==> src/rtl/alu_arith_pkg.sv <==
// Shared definitions for the 8051-style sequential arithmetic unit:
// opcode and state encodings, decimal-adjust constants and addend selection.
package alu_arith_pkg;

  typedef enum logic [2:0] {
    OP_ADD  = 3'b000,
    OP_ADDC = 3'b001,
    OP_SUBB = 3'b010,
    OP_INC  = 3'b011,
    OP_DEC  = 3'b100,
    OP_DA   = 3'b101
  } op_e;

  typedef enum logic [1:0] {
    ST_IDLE  = 2'd0,
    ST_PASS1 = 2'd1,
    ST_PASS2 = 2'd2,
    ST_FIN   = 2'd3
  } state_e;

  localparam logic [7:0] DA_LO_ADJ = 8'h06;
  localparam logic [7:0] DA_HI_ADJ = 8'h60;
  localparam logic [3:0] BCD_MAX   = 4'd9;

  // Flag write-enable patterns, ordered {CY, AC, OV}
  localparam logic [2:0] WE_ALL  = 3'b111;
  localparam logic [2:0] WE_CY   = 3'b100;
  localparam logic [2:0] WE_NONE = 3'b000;

  function automatic logic [7:0] da_lo_addend(input logic [7:0] v, input logic ac);
    return ((v[3:0] > BCD_MAX) || ac) ? DA_LO_ADJ : 8'h00;
  endfunction

  function automatic logic [7:0] da_hi_addend(input logic [7:0] v, input logic cy);
    return ((v[7:4] > BCD_MAX) || cy) ? DA_HI_ADJ : 8'h00;
  endfunction

endpackage

==> src/rtl/alu_arith_seq_if.sv <==
// Request/response bundle between an instruction sequencer (master) and the
// arithmetic unit (slave).
interface alu_arith_seq_if;

  logic       start;
  logic [2:0] op;
  logic [7:0] acc_in;
  logic [7:0] opnd_in;
  logic       cy_in;
  logic       ac_in;

  logic       busy;
  logic       done;
  logic [7:0] result;
  logic       cy;
  logic       ac;
  logic       ov;
  logic [2:0] flag_we;

  modport master (
    output start, op, acc_in, opnd_in, cy_in, ac_in,
    input  busy, done, result, cy, ac, ov, flag_we
  );

  modport slave (
    input  start, op, acc_in, opnd_in, cy_in, ac_in,
    output busy, done, result, cy, ac, ov, flag_we
  );

endinterface

==> src/rtl/adder_8051.sv <==
// 8-bit adder producing the 8051 flag sources: carry out, carry out of bit 3
// (half carry) and signed overflow (carry into bit 7 xor carry out of bit 7).
module adder_8051 (
  input  logic [7:0] a,
  input  logic [7:0] b,
  input  logic       ci,
  output logic [7:0] sum,
  output logic       co,
  output logic       hco,
  output logic       ovo
);

  logic [4:0] lo;
  logic [3:0] mid;
  logic [1:0] hi;

  // Split at bit 3 and bit 6 so the half carry and the carry into the sign
  // bit come out directly.
  always_comb begin
    lo  = {1'b0, a[3:0]} + {1'b0, b[3:0]} + {4'b0000, ci};
    mid = {1'b0, a[6:4]} + {1'b0, b[6:4]} + {3'b000, lo[4]};
    hi  = {1'b0, a[7]}   + {1'b0, b[7]}   + {1'b0, mid[3]};
    sum = {hi[0], mid[2:0], lo[3:0]};
    co  = hi[1];
    hco = lo[4];
    ovo = hi[1] ^ mid[3];
  end

endmodule

==> src/rtl/alu_arith_seq.sv <==
// Sequential 8051 arithmetic unit: ADD/ADDC/SUBB/INC/DEC in one adder pass,
// DA in two passes, all through a single shared adder.
module alu_arith_seq
  import alu_arith_pkg::*;
(
  input  logic          clk,
  input  logic          rst_n,
  alu_arith_seq_if.slave bus
);

  state_e     state_q, state_d;
  logic [2:0] op_q, op_d;
  logic [7:0] a_q, a_d;
  logic [7:0] b_q, b_d;
  logic       cyl_q, cyl_d;
  logic       acl_q, acl_d;
  logic [7:0] tmp_q, tmp_d;

  logic [7:0] result_q, result_d;
  logic       cy_q, cy_d;
  logic       ac_q, ac_d;
  logic       ov_q, ov_d;
  logic [2:0] flag_we_q, flag_we_d;

  logic [7:0] add_a;
  logic [7:0] add_b;
  logic       add_ci;
  logic [7:0] add_sum;
  logic       add_co;
  logic       add_hco;
  logic       add_ovo;

  adder_8051 u_adder_8051 (
    .a   (add_a),
    .b   (add_b),
    .ci  (add_ci),
    .sum (add_sum),
    .co  (add_co),
    .hco (add_hco),
    .ovo (add_ovo)
  );

  always_ff @(posedge clk or negedge rst_n) begin
    if (!rst_n) begin
      state_q   <= ST_IDLE;
      op_q      <= 3'b000;
      a_q       <= 8'h00;
      b_q       <= 8'h00;
      cyl_q     <= 1'b0;
      acl_q     <= 1'b0;
      tmp_q     <= 8'h00;
      result_q  <= 8'h00;
      cy_q      <= 1'b0;
      ac_q      <= 1'b0;
      ov_q      <= 1'b0;
      flag_we_q <= WE_NONE;
    end else begin
      state_q   <= state_d;
      op_q      <= op_d;
      a_q       <= a_d;
      b_q       <= b_d;
      cyl_q     <= cyl_d;
      acl_q     <= acl_d;
      tmp_q     <= tmp_d;
      result_q  <= result_d;
      cy_q      <= cy_d;
      ac_q      <= ac_d;
      ov_q      <= ov_d;
      flag_we_q <= flag_we_d;
    end
  end

  // Visible outputs only change on the transition into FIN, so they hold
  // from one completed operation to the next.
  always_comb begin
    state_d   = state_q;
    op_d      = op_q;
    a_d       = a_q;
    b_d       = b_q;
    cyl_d     = cyl_q;
    acl_d     = acl_q;
    tmp_d     = tmp_q;
    result_d  = result_q;
    cy_d      = cy_q;
    ac_d      = ac_q;
    ov_d      = ov_q;
    flag_we_d = flag_we_q;
    add_a     = a_q;
    add_b     = 8'h00;
    add_ci    = 1'b0;

    case (state_q)
      ST_IDLE: begin
        if (bus.start) begin
          op_d    = bus.op;
          a_d     = bus.acc_in;
          b_d     = bus.opnd_in;
          cyl_d   = bus.cy_in;
          acl_d   = bus.ac_in;
          state_d = ST_PASS1;
        end
      end

      ST_PASS1: begin
        // Illegal opcodes fall through with A+0, which returns ACC unchanged.
        case (op_q)
          OP_ADD:  add_b = b_q;
          OP_ADDC: begin add_b = b_q;  add_ci = cyl_q;  end
          OP_SUBB: begin add_b = ~b_q; add_ci = ~cyl_q; end
          OP_INC:  add_ci = 1'b1;
          OP_DEC:  add_b = 8'hFF;
          OP_DA:   add_b = da_lo_addend(a_q, acl_q);
          default: add_b = 8'h00;
        endcase

        if (op_q == OP_DA) begin
          tmp_d   = add_sum;
          cyl_d   = cyl_q | add_co;
          state_d = ST_PASS2;
        end else begin
          result_d  = add_sum;
          cy_d      = 1'b0;
          ac_d      = 1'b0;
          ov_d      = 1'b0;
          flag_we_d = WE_NONE;
          case (op_q)
            OP_ADD, OP_ADDC: begin
              cy_d      = add_co;
              ac_d      = add_hco;
              ov_d      = add_ovo;
              flag_we_d = WE_ALL;
            end
            OP_SUBB: begin
              cy_d      = ~add_co;
              ac_d      = ~add_hco;
              ov_d      = add_ovo;
              flag_we_d = WE_ALL;
            end
            default: flag_we_d = WE_NONE;
          endcase
          state_d = ST_FIN;
        end
      end

      ST_PASS2: begin
        add_a     = tmp_q;
        add_b     = da_hi_addend(tmp_q, cyl_q);
        result_d  = add_sum;
        cy_d      = cyl_q | add_co;
        ac_d      = 1'b0;
        ov_d      = 1'b0;
        flag_we_d = WE_CY;
        state_d   = ST_FIN;
      end

      ST_FIN: state_d = ST_IDLE;

      default: state_d = ST_IDLE;
    endcase
  end

  assign bus.busy    = (state_q != ST_IDLE);
  assign bus.done    = (state_q == ST_FIN);
  assign bus.result  = result_q;
  assign bus.cy      = cy_q;
  assign bus.ac      = ac_q;
  assign bus.ov      = ov_q;
  assign bus.flag_we = flag_we_q;

endmodule

==> src/flat_wrapper.sv <==
// flat-port wrapper written by rule: the top's interface ports become plain ports
module alu_arith_seq_flat import alu_arith_pkg::*;
  (clk, rst_n, bus_start, bus_op, bus_acc_in, bus_opnd_in, bus_cy_in, bus_ac_in, bus_busy, bus_done, bus_result, bus_cy, bus_ac, bus_ov, bus_flag_we);
  alu_arith_seq_if bus_i ();
  input  logic clk;
  input  logic rst_n;
  input wire logic [$bits(bus_i.start)-1:0] bus_start;
  input wire logic [$bits(bus_i.op)-1:0] bus_op;
  input wire logic [$bits(bus_i.acc_in)-1:0] bus_acc_in;
  input wire logic [$bits(bus_i.opnd_in)-1:0] bus_opnd_in;
  input wire logic [$bits(bus_i.cy_in)-1:0] bus_cy_in;
  input wire logic [$bits(bus_i.ac_in)-1:0] bus_ac_in;
  output wire logic [$bits(bus_i.busy)-1:0] bus_busy;
  output wire logic [$bits(bus_i.done)-1:0] bus_done;
  output wire logic [$bits(bus_i.result)-1:0] bus_result;
  output wire logic [$bits(bus_i.cy)-1:0] bus_cy;
  output wire logic [$bits(bus_i.ac)-1:0] bus_ac;
  output wire logic [$bits(bus_i.ov)-1:0] bus_ov;
  output wire logic [$bits(bus_i.flag_we)-1:0] bus_flag_we;
  assign bus_i.start = bus_start;
  assign bus_i.op = bus_op;
  assign bus_i.acc_in = bus_acc_in;
  assign bus_i.opnd_in = bus_opnd_in;
  assign bus_i.cy_in = bus_cy_in;
  assign bus_i.ac_in = bus_ac_in;
  assign bus_busy = bus_i.busy;
  assign bus_done = bus_i.done;
  assign bus_result = bus_i.result;
  assign bus_cy = bus_i.cy;
  assign bus_ac = bus_i.ac;
  assign bus_ov = bus_i.ov;
  assign bus_flag_we = bus_i.flag_we;
  alu_arith_seq u_core (.clk(clk), .rst_n(rst_n), .bus(bus_i));
endmodule
==> config.mk <==
export PLATFORM = sky130hd
export DESIGN_NAME = alu_arith_seq_flat
export DESIGN_NICKNAME = d
export VERILOG_FILES = /design/src/rtl/alu_arith_pkg.sv /design/src/rtl/alu_arith_seq_if.sv /design/src/rtl/adder_8051.sv /design/src/rtl/alu_arith_seq.sv /design/src/flat_wrapper.sv
export SDC_FILE = /design/constraint.sdc
export NUM_CORES = 1
export LEC_CHECK = 0
export CORE_ASPECT_RATIO = 0.7
export CORE_MARGIN = 2
export CORE_UTILIZATION = 45
export DETAILED_ROUTE_END_ITERATION = 6
export HOLD_SLACK_MARGIN = 0.15
export PLACE_DENSITY = 0.77
export SLEW_MARGIN = 40
export SYNTH_ARGS = -nofsm -noshare
export SYNTH_HDL_FRONTEND = slang
export SYNTH_SLANG_ARGS = --single-unit
export TNS_END_PERCENT = 5
==> constraint.sdc <==
create_clock -name clk -period 11 [get_ports clk]
set_input_delay 2.75 -clock clk [delete_from_list [all_inputs] [get_ports clk]]
set_output_delay 2.75 -clock clk [all_outputs]
set_load 0.02 [all_outputs]
==> results of run 1 <==
==> sequential cells by signal, summed over array words and instances, names as in the netlist <==
register,cells
u_core.bus.result,8
u_core.bus.ac,1
u_core.bus.flag_we,2
u_core.state_q,2
u_core.bus.cy,1
u_core.bus.ov,1
u_core.op_q,3
u_core.tmp_q,8
u_core.a_q,8
u_core.b_q,8
u_core.cyl_q,1
u_core.acl_q,1
==> cell families (layout without fill, tap and decap cells) <==
group / Yosys count / count (layout) / share of synthesized area [%]
AO/OA/AOI/OAI: 59 / 59 / 13.7
AND/OR/NAND/NOR: 58 / 58 / 13.7
flip-flops: 44 / 44 / 44.1
multiplexers: 33 / 33 / 14.8
buffers and inverters: 20 / 56 / 3.91
adder cells (fa/ha/maj): 15 / 15 / 9.02
XOR/XNOR: 2 / 2 / 0.702
==> routing by layer <==
metal  GRT usage (%)  routed length [um]  part of all wire [%]
met2            30.4                2410                    46
met5               0                   0                     0
met1            24.8                2440                    47
met4            6.07                  69                   1.3
met3            4.33                 313                   6.0
==> cell usage in the layout (no fill, tap or decap), types with 3 or more instances in the layout <==
cell / n
dfrtp_1: 44
clkdlybuf4s50_1: 38
o21ai_0: 31
mux2_2: 28
nand2_1: 16
a21oi_1: 11
ha_1: 10
nor2b_1: 9
inv_1: 8
nor3b_1: 7
clkbuf_8: 6
fa_1: 5
mux2i_1: 4
nand3_1: 4
nor2_1: 4
o211ai_1: 3
==> per-stage QoR <==
step	util, %	cells	power [mW]	hold WS, ns	worst slack, ns
5_1_grt	56.8	339	1.02	0.504	6.36
4_1_cts	56.8	339	0.943	0.483	6.45
6_report	56.8	339	0.935	0.481	6.47
2_1_floorplan	-	231	0.681	0.440	7.28
3_5_place_dp	55.1	331	0.837	0.463	6.79
3_3_place_gp	55.0	331	0.817	0.460	6.56
==> cell type report <==
cell class              count  area share [%]
well taps                  72            3.00
multi-input cells         167            43.3
inverters                   9            1.13
repair buffers             39            12.9
clock buffers               8            3.00
flip-flops and latches     44            36.7
==> power by group through the flow <==
stage	Combinational [mW]	Sequential, mW	Clock (mW)
2_1_floorplan	0.369	0.313	0
4_1_cts	0.513	0.321	0.108
3_3_place_gp	0.497	0.321	0
6_report	0.508	0.322	0.105
5_1_grt	0.563	0.335	0.118
3_5_place_dp	0.512	0.325	0
==> critical path, stage by stage (launching register included) <==
cell and delay (ns):
dfrtp_1 0.43, inv_1 0.10, ha_1 0.28, inv_1 0.08
clkdlybuf4s50_1 0.59
==> path summary, 6_finish.rpt <==
kind / start / end / depth (start not counted)
setup reg to reg: u_core.state_q[0]$_DFFE_PN0P_ / u_core.bus.cy$_DFFE_PN0P_ / 14
max in group asynchronous: rst_n / u_core.a_q[2]$_DFFE_PN0P_ / 1
hold / removal: u_core.tmp_q[3]$_DFFE_PN0P_ / u_core.tmp_q[3]$_DFFE_PN0P_ / 2
setup / recovery: u_core.state_q[0]$_DFFE_PN0P_ / bus_busy / 4
min in group asynchronous: rst_n / u_core.state_q[0]$_DFFE_PN0P_ / 1
hold reg to reg: u_core.tmp_q[3]$_DFFE_PN0P_ / u_core.tmp_q[3]$_DFFE_PN0P_ / 2
==> out/qor.csv, run 1 <==
metric;value;unit
status;completed;
Initial Utilization;47.2;%
Synth-to-Final Area Change;20.3;%
CP required;8.25;ns
Core ar.;5290;um2
clk sink count;44;
Setup crit start kind;register;
Final Cell Area;3000;um2
Inserted Clock Buffers;5;
FFs w/ async S/R, synth;100;%
H-tree depth;2;
syn nets;270;
Routed WL;5230;um
Worst R2R Setup Slack;6.76;ns
area of the multi-input gates;1300;um2
critical path arrival;1.78;ns
power share of the sequential group;34.4;%
Post-CTS Hold Fix Bufs;0;
Netlist cell types;45;
GR Overflow Total;0;
yosys warns;0;
GPL Wtd Cong;0.858;
n_diodes;0;
crit share post-route;41.1;%
max-cap viol count;0;
die outline height;66.3;um
Die W;93.0;um
# setup viols final;0;
Cells after Synth;231;
skew final;0.00713;ns
CTS Root Cell;clkbuf_8;
Worst Path Max Fanout;5;
Post-CTS Setup Bufs;0;
RSZ-0062 raised after global routing;false;
cell with the most instances after synthesis;dfrtp_1;
Final Hold Viols;0;
sw power;391;uW
FP Rows;22;
CP Class;register to output port;
clock network power share;11.2;%
PwrDens;312;nW/um2
Synth area leaders;dfrtp_1 (44%), mux2_2 (13%), o21ai_0 (6.2%);
NumNets Final;305;
register area;1100;um2
full die area;6170;um2
Seq/Total Area, Yosys;44.1;%
Port Buffers;39;
Syn Area/Cell;10.8;um2
Bufs on Longest Clock Path;2;
Yosys top cell area share;44.1;%
clk_lat worst skew;0.30;ns
Placement Cell Area;2910;um2
vias in the first global route;1814;
iteration-0 DRC count of the detailed router;76;
Resized Gates After CTS;0;
CTS tree;done;
Post-Syn Area;2500;um2
average wire per standard cell;15.4;um
Fillers;479;
share of cells above drive strength 1;15.7;%
endpoint type of the worst setup path;output port;
largest net degree at the start of global routing;45;
Post-synth top cells;dfrtp_1 (44), o21ai_0 (31), mux2_2 (28);
min cycle time layout;4.53;ns
hpwl dp;3800;um
clock-pin slew on the worst setup and hold paths;0.08;ns
area leader, netlist;dfrtp_1;
leakage;1.26;nW
via count;1850;
Pint;544;uW
Comb pwr share;54.3;%
Worst VDD drop;0.000103;V
fmax;221;MHz
Rel. slew slack;53.9;%
global-route wire length before repair;8800;um
Yosys reg bits;44;
Slew Limit Fails;0;
Vias per Instance;5.46;
DRT antenna net count;0;
Sw Ratio;41.8;%
EDFF count, synth;0;
GRT Overall Usage;18.7;%
DRT Pass-1 Iters;4;
drt drc;0;
ys flop type;dfrtp_1;
Top Ports;40;
Worst Max-Slew Pin Slew;0.691;ns
initial antenna violation count;0;
final setup TNS;0;ns
hold crit path type;register to register;
Power figures use the tool's default switching activity.
==> run 2, diff against run 1 <==
--- a/config.mk
+++ b/config.mk
@@ -10,7 +10,7 @@
 export CORE_UTILIZATION = 45
 export DETAILED_ROUTE_END_ITERATION = 6
 export HOLD_SLACK_MARGIN = 0.15
-export PLACE_DENSITY = 0.77
+export PLACE_DENSITY = 0.8
 export SLEW_MARGIN = 40
 export SYNTH_ARGS = -nofsm -noshare
 export SYNTH_HDL_FRONTEND = slang
==> constraint.sdc (replaced) <==
create_clock -name clk -period 3.7 [get_ports clk]
set_input_delay 0.925 -clock clk [delete_from_list [all_inputs] [get_ports clk]]
set_output_delay 0.925 -clock clk [all_outputs]
set_load 0.02 [all_outputs]
==> run 2 against run 1 <==
Net effect:
- sequential cell count unchanged
- final cell count rose by 6.5%
- die area is the same
- first-iteration DRC count rose by 28%
==> out/qor.csv, run 2 (synthesis gave the netlist of run 1 again) <==
metric;value;unit
Comb pwr share;59.0;%
PwrDens;961;nW/um2
share of cells above drive strength 1;28.0;%
met3 usage;3.76;%
Inserted Clock Buffers;5;
commonest non-fill, non-tap cell in the layout;dfrtp_1;
DRT Pass-1 Iters;4;
Top Ports;40;
clk sink count;44;
H-tree depth;2;
critical path arrival;3.74;ns
via count;1937;
clock-pin slew on the worst setup and hold paths;0.09;ns
Worst Max-Slew Pin Slew;0.545;ns
final setup TNS;0;ns
initial antenna violation count;0;
Placement Cell Area;3050;um2
Vias per Instance;5.37;
Setup crit start kind;register;
most frequent cells in the layout;dfrtp_1 (41), clkdlybuf4s50_1 (38), o21ai_0 (29), mux2_2 (28), buf_4 (23);
hold crit path type;register to register;
Slew Limit Fails;0;
power share of the sequential group;28.7;%
status;completed;
Port Buffers;39;
sw power;1.28;mW
leakage;1.38;nW
CTS Root Cell;clkbuf_8;
Final Cell Area;3290;um2
largest delay contributor family on the critical path;adder cells;
clock network power share;12.3;%
CP Class;register to register;
drt drc;0;
Cell Chain, Critical Path;inv_1 > ha_4 > inv_1 > nor3_2 > fa_2 > fa_1 > nand3_1 > and2_4 > fa_1 > and3b_1 > nor2b_2 > fa_2 > or3_1 > a22oi_1;
clk_lat worst skew;0.30;ns
FP Rows;22;
DRT antenna net count;0;
M2 GR Usage;35.1;%
CTS tree;done;
skew final;0.00672;ns
Pint;1.88;mW
fmax;285;MHz
Core ar.;5290;um2
GRT Overall Usage;20.9;%
min cycle time layout;3.51;ns
fin cells;361;
fin util;62.2;%
Sw Ratio;40.5;%
GPL Wtd Cong;0.915;
global-route wire length before repair;9880;um
largest net degree at the start of global routing;45;
max-cap viol count;0;
Initial Utilization;47.2;%
iteration-0 DRC count of the detailed router;97;
die outline height;66.3;um
# setup viols final;0;
CP max stage cell;fa_1;
total power;3.16;mW
dpl cells;349;
CP max stage delay;0.43;ns
Bufs on Longest Clock Path;2;
Routed WL;5630;um
CP required;3.92;ns
average wire per standard cell;15.6;um
Synth-to-Final Area Change;31.6;%
WP buf/inv;2;
endpoint type of the worst setup path;register;
NumNets Final;327;
Worst VDD drop;0.000372;V
full die area;6170;um2
hpwl dp;4170;um
Rel. slew slack;63.7;%
crit share post-route;94.9;%
Die W;93.0;um
GR Util met1;28.0;%
Worst Path Max Fanout;5;
n_diodes;0;
GR Overflow Total;0;
vias in the first global route;2052;
Most Used Layer, Global Route;met2;
Final Hold Viols;0;
run 2: cell count changes in the layout (fill, tap and decap cells not counted), moves of 2 or more:
cell      before  now
o21ai_1        0    2
fa_2           0    2
dfrtp_1       44   41
dfrtp_2        0    3
buf_4          1   23
ha_4           0    3
fa_1           5    3
ha_1          10    7
clkbuf_1       2    0
o21ai_0       31   29
run 2: cell type report:
type / instances / area (um2)
clock buffer: 6 / 82.6
clock inverter: 2 / 38.8
fill: 429 / 2000
multi-input combinational: 167 / 1380
timing repair buffer: 61 / 553
inverter: 9 / 33.8
tap: 72 / 90.1
sequential: 44 / 1100
run 2: worst reg2reg max path, stage by stage, from the launching register on:
cell and delay (ns):
dfrtp_2 0.42, inv_1 0.17, ha_4 0.20, inv_1 0.07, nor3_2 0.21, fa_2 0.25, fa_1 0.19, nand3_1 0.10
and2_4 0.16, fa_1 0.43, and3b_1 0.25, nor2b_2 0.06, fa_2 0.37, or3_1 0.39, a22oi_1 0.17
run 2: path summary, 6_finish.rpt:
path | start | to | slack (ns) | depth (start not counted)
min in group asynchronous | rst_n | u_core.tmp_q[5]$_DFFE_PN0P_ | 0.60 | 1
hold / removal | u_core.tmp_q[1]$_DFFE_PN0P_ | u_core.tmp_q[1]$_DFFE_PN0P_ | 0.48 | 2
setup reg to reg | u_core.state_q[1]$_DFFE_PN0P_ | u_core.cyl_q$_DFFE_PN0P_ | 0.19 | 14
setup / recovery | u_core.state_q[1]$_DFFE_PN0P_ | u_core.cyl_q$_DFFE_PN0P_ | 0.19 | 14
max in group asynchronous | rst_n | u_core.op_q[1]$_DFFE_PN0P_ | 2.69 | 1
hold reg to reg | u_core.tmp_q[1]$_DFFE_PN0P_ | u_core.tmp_q[1]$_DFFE_PN0P_ | 0.48 | 2
run 2: power groups by stage:
stage          Clock [mW]  Combinational (mW)  Sequential [mW]
5_1_grt             0.422                2.06            0.939
3_3_place_gp            0                1.70            0.905
4_1_cts             0.400                1.75            0.910
6_report            0.389                1.86            0.906
2_1_floorplan           0                1.10            0.929
3_5_place_dp            0                1.73            0.919
run 2: through the flow:
| step | hold WS (ns) | setup slack, ns |
|---|---|---|
| global placement | 0.456 | 0.0428 |
| finish | 0.483 | 0.187 |
| global route | 0.524 | -0.00453 |
| detailed placement | 0.463 | -0.0801 |
| floorplan | 0.440 | -0.0165 |
| CTS | 0.488 | 0.00963 |
run 2: layer usage:
metal	up-vias	routed length [um]
li1	940	-
met1	930	2570
met2	58	2630
met3	9	350
met4	0	72
met5	-	0
run 2: timing repair:
| item | CTS | global route |
|---|---|---|
| pin swaps | 0 | 3 |
| buffers inserted | 0 | 4 |
| setup endpoints to repair | 3 | 5 |
| endpoints found under the hold margin | 0 | 0 |
| hold buffers | 0 | 0 |
| resized for setup | 4 | 16 |
==> run 3, diff against run 2 <==
--- a/config.mk
+++ b/config.mk
@@ -10,7 +10,8 @@
 export CORE_UTILIZATION = 45
 export DETAILED_ROUTE_END_ITERATION = 6
 export HOLD_SLACK_MARGIN = 0.15
-export PLACE_DENSITY = 0.8
+export PLACE_DENSITY = 0.77
+export RECOVER_POWER = 100
 export SLEW_MARGIN = 40
 export SYNTH_ARGS = -nofsm -noshare
 export SYNTH_HDL_FRONTEND = slang
==> constraint.sdc (replaced) <==
create_clock -name clk -period 3.28 [get_ports clk]
set_input_delay 0.82 -clock clk [delete_from_list [all_inputs] [get_ports clk]]
set_output_delay 0.82 -clock clk [all_outputs]
set_load 0.02 [all_outputs]
==> run 3 against run 2 <==
Net effect:
- the run now ends with max-capacitance violations, max-slew violations, negative setup slack left
- sequential power increased by 11%
- count of clock-buffer cells in the layout unchanged
- first-iteration DRC count rose by 7.2%
- sequential cell count did not move
- clock skew up 0.0082 ns
- via count increased by 0.26%
- power increased by 19%
- critical path depth unchanged
- worst setup slack lost 0.31 ns
- clock power increased by 7.7%
- die area unchanged
- largest power group unchanged
==> out/qor.csv, run 3 (synthesis gave the netlist of run 1 again) <==
metric;value;unit
status;finished with violations;
failing checks;max-capacitance violations, max-slew violations, negative setup slack;
CP max stage delay;0.42;ns
die outline height;66.3;um
hold crit path type;register to register;
global-route wire length before repair;9710;um
Synth-to-Final Area Change;37.2;%
average wire per standard cell;16.3;um
Post-CTS Hold Fix Bufs;0;
Port Buffers;39;
PwrDens;1100;nW/um2
largest net degree at the start of global routing;45;
register area;1100;um2
final setup margin;-0.122;ns
Setup crit start kind;register;
iteration-0 DRC count of the detailed router;104;
commonest non-fill, non-tap cell in the layout;dfrtp_1;
met3 usage;4.33;%
Initial Utilization;47.2;%
fin util;64.8;%
Slew Limit Fails;45;
power share of the sequential group;26.9;%
FP Rows;22;
DRT antenna net count;0;
CTS Root Cell;clkbuf_8;
H-tree depth;2;
clk_lat worst skew;0.31;ns
GRT Overall Usage;20.9;%
CP Class;register to register;
CP max stage cell;dfrtp_1;
leakage;1.46;nW
CP required;3.50;ns
Cell Chain, Critical Path;buf_6 > ha_4 > mux2_4 > fa_2 > fa_2 > nand3_2 > and2_4 > fa_2 > and3b_1 > nor2b_2 > fa_2 > nor4bb_4 > o21ai_1 > a31oi_1;
dpl cells;358;
Vias per Instance;5.23;
largest delay contributor family on the critical path;adder cells;
drt drc;0;
Fillers;438;
GPL Wtd Cong;0.871;
crit share post-route;104;%
Most Used Layer, Global Route;met2;
Die W;93.0;um
Final Hold Viols;0;
initial antenna violation count;0;
min cycle time layout;3.40;ns
endpoint type of the worst setup path;register;
Pint;2.21;mW
Worst VDD drop;0.000483;V
skew final;0.0149;ns
Sw Ratio;41.3;%
Worst Path Max Fanout;5;
clk sink count;44;
Routed WL;6040;um
full die area;6170;um2
via count;1942;
CTS tree;done;
M2 GR Usage;35.3;%
GR Overflow Total;0;
clock-pin slew on the worst setup and hold paths;0.09;ns
fmax;294;MHz
sw power;1.55;mW
Comb pwr share;62.0;%
Rel. slew slack;-59.3;%
RSZ-0062 raised after global routing;true;
area of the multi-input gates;1450;um2
vias in the first global route;2018;
hpwl dp;4390;um
most frequent cells in the layout;dfrtp_1 (42), buf_4 (29), mux2_2 (27), o21ai_0 (25), clkdlybuf4s50_1 (23);
most used cell, CP;fa_2;
share of cells above drive strength 1;33.4;%
critical path arrival;3.62;ns
max-cap viol count;1;
# setup viols final;3;
Worst Max-Slew Pin Slew;2.39;ns
NumNets Final;337;
Core ar.;5290;um2
WP buf/inv;1;
Inserted Clock Buffers;5;
DRT Pass-1 Iters;4;
n_diodes;0;
Top Ports;40;
clock network power share;11.1;%
Bufs on Longest Clock Path;2;
GR Util met1;27.0;%
fin cells;371;
[run 3: cell count changes in the layout (fill, tap and decap cells not counted), moves of 3 or more]
cell             delta
o21ai_0             -4
dlygate4sd3_1      +15
a21oi_1             -3
a21oi_2             +3
clkdlybuf4s50_1    -15
clkbuf_1            +3
buf_4               +6
[run 3: through the flow]
stage	cell area [um2]	setup slack [ns]	power [mW]	hold WS [ns]	setup TNS, ns
finish	3420	-0.122	3.76	0.491	-0.201
global route	3420	-0.201	4.04	0.517	-0.580
CTS	3370	-0.106	3.71	0.495	-0.209
detailed placement	3200	-0.151	3.21	0.467	-0.304
global placement	3190	-0.0438	3.12	0.465	-0.0557
floorplan	2570	-0.0628	2.40	0.440	-0.111
[run 3: final timing paths]
path,to,cells past startpoint,slack (ns),start
max,u_core.bus.cy$_DFFE_PN0P_,14,-0.12,u_core.state_q[1]$_DFFE_PN0P_
min reg2reg,u_core.tmp_q[1]$_DFFE_PN0P_,2,0.49,u_core.tmp_q[1]$_DFFE_PN0P_
min in group asynchronous,u_core.cyl_q$_DFFE_PN0P_,1,1.23,rst_n
max reg2reg,u_core.bus.cy$_DFFE_PN0P_,14,-0.12,u_core.state_q[1]$_DFFE_PN0P_
min,u_core.tmp_q[1]$_DFFE_PN0P_,2,0.49,u_core.tmp_q[1]$_DFFE_PN0P_
max in group asynchronous,u_core.op_q[1]$_DFFE_PN0P_,1,0.52,rst_n
[run 3: worst min-delay path, stage by stage, from the launching register on]
cell	delay [ns]
dfrtp_1	0.34
nand2_1	0.05
nand2_1	0.06
[run 3: cell type report]
class                      count  area share, %
clock buffer                   6           2.12
clock inverter                 2           1.02
inverter                       9           1.06
multi-input combinational    167           42.3
sequential                    44           32.2
tap                           72           2.63
timing repair buffer          71           18.6
[run 3: timing repair]
action / 4_1_cts / 5_1_grt
pin swaps: 8 / 9
gates resized for setup: 12 / 11
setup buffers: 1 / 4
hold endpoints to repair: 0 / 0
setup endpoints to repair: 5 / 5
[run 3: power by group through the flow]
stage	Sequential, mW	Clock, mW	Combinational, mW
floorplan	1.05	0	1.34
global placement	1.01	0	2.11
detailed placement	1.02	0	2.18
CTS	1.01	0.426	2.27
global route	1.04	0.455	2.54
finish	1.01	0.419	2.33
[run 3: metal layers]
layer | wire (um) | vias up
met5 | 0 | -
met4 | 70 | 0
met3 | 236 | 10
met2 | 2890 | 42
met1 | 2840 | 930
li1 | - | 960
